===== src/rtl/csa_seq_mult_pkg.sv =====
// Shared definitions for the carry-save sequential multiplier:
// FSM state encoding and the product-width helper.
package csa_seq_mult_pkg;

   typedef enum logic [1:0] {
      IDLE = 2'd0,
      RUN  = 2'd1,
      DONE = 2'd2
   } state_e;

   localparam int PROD_SCALE = 2;

   function automatic int prod_width(input int bits);
      return PROD_SCALE * bits;
   endfunction

endpackage


===== src/rtl/csa_row.sv =====
// Combinational 3:2 compressor row: s = x^y^z, c = maj(x,y,z) << 1, truncated to WIDTH.
module csa_row #(
   parameter int WIDTH = 64
) (
   input  logic [WIDTH-1:0] x,
   input  logic [WIDTH-1:0] y,
   input  logic [WIDTH-1:0] z,
   output logic [WIDTH-1:0] s,
   output logic [WIDTH-1:0] c
);

   assign c[0] = 1'b0;

   // The top bit's majority would shift past WIDTH, so only its sum is built.
   for (genvar i = 0; i < WIDTH; i++) begin : g_bit
      if (i < WIDTH - 1) begin : g_fa
         fulladder u_fa (
            .a_i  (x[i]),
            .b_i  (y[i]),
            .ci_i (z[i]),
            .s_o  (s[i]),
            .co_o (c[i+1])
         );
      end else begin : g_top
         assign s[i] = x[i] ^ y[i] ^ z[i];
      end
   end

endmodule


===== src/rtl/fulladder.sv =====
// Single-bit full adder; the building block of the carry-save compressor row.
module fulladder (
   input  logic a_i,
   input  logic b_i,
   input  logic ci_i,
   output logic s_o,
   output logic co_o
);

   assign s_o  = a_i ^ b_i ^ ci_i;
   assign co_o = (a_i & b_i) | (a_i & ci_i) | (b_i & ci_i);

endmodule


===== src/rtl/csa_seq_mult.sv =====
// Sequential BITS x BITS unsigned multiplier, one multiplier bit per cycle, result left in carry-save form.
// Optional build macro CSA_SEQ_MULT_EARLY_TERM_EN: leave RUN as soon as the remaining multiplier bits are zero.
module csa_seq_mult
   import csa_seq_mult_pkg::*;
#(
   parameter int BITS = 32
) (
   input  logic              clk,
   input  logic              rst_n,
   input  logic              in_valid,
   output logic              in_ready,
   input  logic [BITS-1:0]   in_a,
   input  logic [BITS-1:0]   in_b,
   output logic              out_valid,
   input  logic              out_ready,
   output logic [2*BITS-1:0] out_s,
   output logic [2*BITS-1:0] out_c
);

   localparam int PW    = prod_width(BITS);
   localparam int CNT_W = $clog2(BITS);

   state_e           state_q;
   logic [CNT_W-1:0] cnt_q;
   logic [PW-1:0]    mcand_q;
   logic [BITS-1:0]  mplr_q;
   logic [PW-1:0]    acc_s_q;
   logic [PW-1:0]    acc_c_q;
   logic             in_ready_q;
   logic             out_valid_q;

   logic [PW-1:0]    pp_d;
   logic [PW-1:0]    row_s_d;
   logic [PW-1:0]    row_c_d;
   logic             last_run_d;

   // Partial product selected by the current low multiplier bit.
   always_comb begin
      if (mplr_q[0]) begin
         pp_d = mcand_q;
      end else begin
         pp_d = {PW{1'b0}};
      end
   end

   // Decide whether the current RUN cycle is the final one.
   always_comb begin
      last_run_d = 1'b0;
`ifdef CSA_SEQ_MULT_EARLY_TERM_EN
      if ((cnt_q == CNT_W'(BITS - 1)) || (mplr_q[BITS-1:1] == {(BITS-1){1'b0}})) begin
         last_run_d = 1'b1;
      end else begin
         last_run_d = 1'b0;
      end
`else
      if (cnt_q == CNT_W'(BITS - 1)) begin
         last_run_d = 1'b1;
      end else begin
         last_run_d = 1'b0;
      end
`endif
   end

   csa_row #(
      .WIDTH (PW)
   ) u_row (
      .x (acc_s_q),
      .y (acc_c_q),
      .z (pp_d),
      .s (row_s_d),
      .c (row_c_d)
   );

   // Control FSM and datapath registers; handshake flags are registered alongside the state.
   always_ff @(posedge clk or negedge rst_n) begin
      if (!rst_n) begin
         state_q     <= IDLE;
         cnt_q       <= {CNT_W{1'b0}};
         mcand_q     <= {PW{1'b0}};
         mplr_q      <= {BITS{1'b0}};
         acc_s_q     <= {PW{1'b0}};
         acc_c_q     <= {PW{1'b0}};
         in_ready_q  <= 1'b1;
         out_valid_q <= 1'b0;
      end else begin
         case (state_q)
            IDLE: begin
               if (in_valid) begin
                  mcand_q    <= {{BITS{1'b0}}, in_a};
                  mplr_q     <= in_b;
                  acc_s_q    <= {PW{1'b0}};
                  acc_c_q    <= {PW{1'b0}};
                  cnt_q      <= {CNT_W{1'b0}};
                  in_ready_q <= 1'b0;
                  state_q    <= RUN;
               end
            end
            RUN: begin
               acc_s_q <= row_s_d;
               acc_c_q <= row_c_d;
               mcand_q <= mcand_q << 1;
               mplr_q  <= mplr_q >> 1;
               cnt_q   <= cnt_q + CNT_W'(1);
               if (last_run_d) begin
                  out_valid_q <= 1'b1;
                  state_q     <= DONE;
               end
            end
            DONE: begin
               if (out_ready) begin
                  out_valid_q <= 1'b0;
                  in_ready_q  <= 1'b1;
                  state_q     <= IDLE;
               end
            end
            default: begin
               out_valid_q <= 1'b0;
               in_ready_q  <= 1'b1;
               state_q     <= IDLE;
            end
         endcase
      end
   end

   assign in_ready  = in_ready_q;
   assign out_valid = out_valid_q;
   assign out_s     = acc_s_q;
   assign out_c     = acc_c_q;

endmodule


===== config.mk =====
export PLATFORM = sky130hd
export DESIGN_NAME = csa_seq_mult
export DESIGN_NICKNAME = d
export VERILOG_FILES = /design/src/rtl/csa_seq_mult_pkg.sv /design/src/rtl/csa_row.sv /design/src/rtl/fulladder.sv /design/src/rtl/csa_seq_mult.sv
export SDC_FILE = /design/constraint.sdc
export NUM_CORES = 1
export LEC_CHECK = 0
export BUFFER_PORTS_ARGS = -buffer_cell sky130_fd_sc_hd__buf_2
export CELL_PAD_IN_SITES_DETAIL_PLACEMENT = 1
export CELL_PAD_IN_SITES_GLOBAL_PLACEMENT = 2
export CORE_MARGIN = 10
export CORE_UTILIZATION = 30
export DETAILED_ROUTE_END_ITERATION = 16
export GPL_TIMING_DRIVEN = 0
export PLACE_DENSITY = 0.65
export SYNTH_ARGS = -nofsm -noshare
export SYNTH_HDL_FRONTEND = slang
export SYNTH_SLANG_ARGS = --single-unit

===== constraint.sdc =====
create_clock -name clk -period 4.1 [get_ports clk]
set_input_delay 0.41 -clock clk [delete_from_list [all_inputs] [get_ports clk]]
set_output_delay 0.41 -clock clk [all_outputs]
set_load 0.005 [all_outputs]

==> results by group <==
Cells and area
  • Share of cells above drive strength 1: 0.345
  • Most common cell after layout, fill and taps aside: dfrtp_1
  • Area growth, synth to finish: 22.4%
  • Final nets: roughly 1400
  • Commonest cells after routing, fill and taps aside: dfrtp_1, buf_2, buf_4
  • Post-layout util: 0.374

Placed design
  • Final Wtd Congestion: between 0.7 and 0.8
  • PortBufs: 196
  • DP Wirelength: 26300 microns

Clock tree
  • Bufs on Longest Clock Path: 3
  • CTS H-tree lvls: 1
  • Clk slew on worst S/H paths: approximately 0.06 ns
  • CTS Buf Count: 29
  • Clock Sinks: roughly 230
  • Post-CTS Resized: 0
  • Worst-Skew Late Latency: about 0.54 ns
  • Post-CTS Setup Inserts: 0
  • Root buffer cell: clkbuf_16
  • CTS tree: done

Worst setup path
  • Levels on crit path: 5
  • Crit-path slowest cell: clkbuf_1
  • Cell Chain, Critical Path: clkbuf_1 > clkbuf_1 > nand2_1 > fa_1 > o22ai_1
  • Worst endpoint required time: around 4.5 ns
  • WS Path Type: reg -> reg
  • FF-to-FF setup slack: roughly 1.4 ns
  • Worst setup endpoint: out_s[1]
  • Worst r2r src: mplr_q[0]
  • Crit. Startpoint: mplr_q[0]
  • CP max FO: 10
  • R2r endpoint: out_s[1]
  • Startpoint Class: flip-flop
  • Worst Path Buf+Inv: 2
  • Top delay family on crit path: buffers and inverters
  • CP peak stage delay: between 0.6 and 0.7 ns
  • Critical path capture point type: flip-flop
  • CP Data Arrival Time: roughly 3.1 ns
  • Critical path's most frequent cell: clkbuf_1
  • R2r worst-path depth: 5

Power and ir drop
  • Peak supply drop: around 0.30 mV
  • Leakage power: 6.61 nW
  • PD cells: around 700 nW/um^2

Floorplanning
  • IO Pins: between 150 and 200
  • Initial cell density of the core: 0.305
  • Die Span X: approximately 220 microns
  • Vert. Die Dim: roughly 220 microns
  • Die area: around 48000 sq um
  • Num rows: 72
  • Core box area: 38800 sq um

Synth
  • Post-synthesis sequential area ratio: 0.490
  • Mapped Area: 11900 sq um
  • Flops & latches, synth: between 200 and 250
  • Area leader, netlist: dfrtp_1
  • Number of synthesized flops with an enable pin: 0
  • Syn Nets: approximately 1200
  • Library cells used by synthesis: 33
  • Top post-synthesis cells by area: dfrtp_1, fa_1, buf_4
  • Top-area cell type share of the netlist area: 0.488
  • Syn Inst Count: roughly 1100
  • Post-synth top flop: dfrtp_1
  • Yosys warns: 0
  • Mean area per synthesized cell: 11.0 sq um
  • Ys async rst share: 1.00

Global routing
  • GRT Total Usage: 0.147
  • Grt total ovfl: 0
  • Vias in the first global route: ~9500
  • First-pass GRT wire length: between 50000 and 60000 microns
  • Pin count of the biggest net entering global routing: 103
  • Initial antenna violation count: 12

Routing
  • 1st-iter DRT viols: 378
  • Routed WL per cell: around 19 microns
  • Via density: about 4.6
  • Post-route ant nets: 0
  • Pre-antenna DRT Iters: 4
  • Final wirelength: 35100 microns
  • DR DRC count: 0
  • DR vias: ~8500

STA
  • Max transition margin: 0.468
  • Layout Skew: between 0.009 and 0.01 ns
  • Worst slew pin tran: ~0.8 ns
  • Fin Hold WS: 0.146 ns
  • Final setup violation count: 0
  • Max Clk Rate: approximately 370 MHz
  • RSZ-0062 raised after global routing: false
  • Clock period minus worst slack: ~2.7 ns
  • Count of final hold-check violations: 0
  • Final worst path period share: 0.666
  • Slew Viols, Final: 0

Job
  • Max_cap viols: 0

Worst hold path
  • Hold Path Class: in -> reg

Run status
  • Status: completed
==> cells by family after synthesis <==
kind of cell,share of synthesized area
buf+inv,0.159
compound gates,0.192
flops,0.490
simple gates,0.0501
fa+ha+maj,0.108
xor+xnor,0.00148
other cells,0.000316
==> stage by stage <==
stage	TNS (ns)	total power [W]	std cells	area [sq um]	setup slack, ns
floorplan	0	0.00616	1082	11900	2.38
finish	0	0.00990	1855	14500	1.37
global placement	-455.01	0.00739	1796	13500	-2.00
CTS	0	0.0101	1852	14500	1.30
global route	0	0.0107	1852	14500	1.16
detailed placement	0	0.00751	1798	13500	1.31
==> layout make-up <==
class,instances,area [sq um]
antenna,3,7.51
buffer,200,1410
clock buffer,47,863
clock inverter,6,80.1
fill,4351,24300
inverter,126,473
multi-input combinational,524,4170
sequential,232,5810
tap,518,648
timing repair buffer,199,1060
==> report_power, final <==
group	leakage (nW)	internal, W	switching [W]
clock	0.465	0.00155	0.000982
combinational	3.08	0.00187	0.00190
sequential	3.07	0.00308	0.000519
total	6.61	0.00649	0.00340
==> flip-flops by register name, indices dropped and copies added (netlist names) <==
register / cells
out_c: 63
out_valid: 1
state_q: 2
in_ready: 1
mcand_q: 64
out_s: 64
cnt_q: 5
mplr_q: 32
==> synth_stat cells (all sizes together) (2+ instances only) <==
cell type  number
a22oi          62
a22o           35
ha              3
inv           126
o22ai         124
xnor2           2
fa             62
clkbuf         21
nor2            3
buf           179
a21oi          13
nand2b          2
nor2b          14
nand2         122
dfrtp         231
o21ai          70
==> worst register-to-register path: cells and delay by family (launching register included) <==
kind | cells | cell delay (ns)
and+or+nand+nor | 1 | 0.30
adders and majority gates | 1 | 0.60
DFF | 1 | 0.40
AOI/OAI and AO/OA | 1 | 0.08
buffers and inverters | 2 | 1.23
==> layer usage <==
metal / global-route usage / wire (microns)
met1: 0.192 / 15900
met2: 0.239 / 16500
met3: 0.0381 / 2000
met4: 0.0326 / 596
met5: 0 / 107
==> worst min-delay path by stage <==
stage / start / slack [ns] / end / cells after the start
after global routing: in_a[0] / 0.13 / mcand_q[0] / 2
after detailed placement: rst_n / 0.31 / out_s[27] / 1
final: in_a[0] / 0.15 / mcand_q[0] / 2
after CTS: in_a[0] / 0.12 / mcand_q[0] / 2
after global placement: mplr_q[17] / 0.46 / mplr_q[17] / 2
after floorplan: rst_n / 0.11 / cnt_q[0] / 0
==> timing repair <==
item / CTS / global route
hold buffers: 1 / 0
setup endpoints to repair: 0 / 0
endpoints found under the hold margin: 35 / 0
Power figures use the tool's default switching activity.
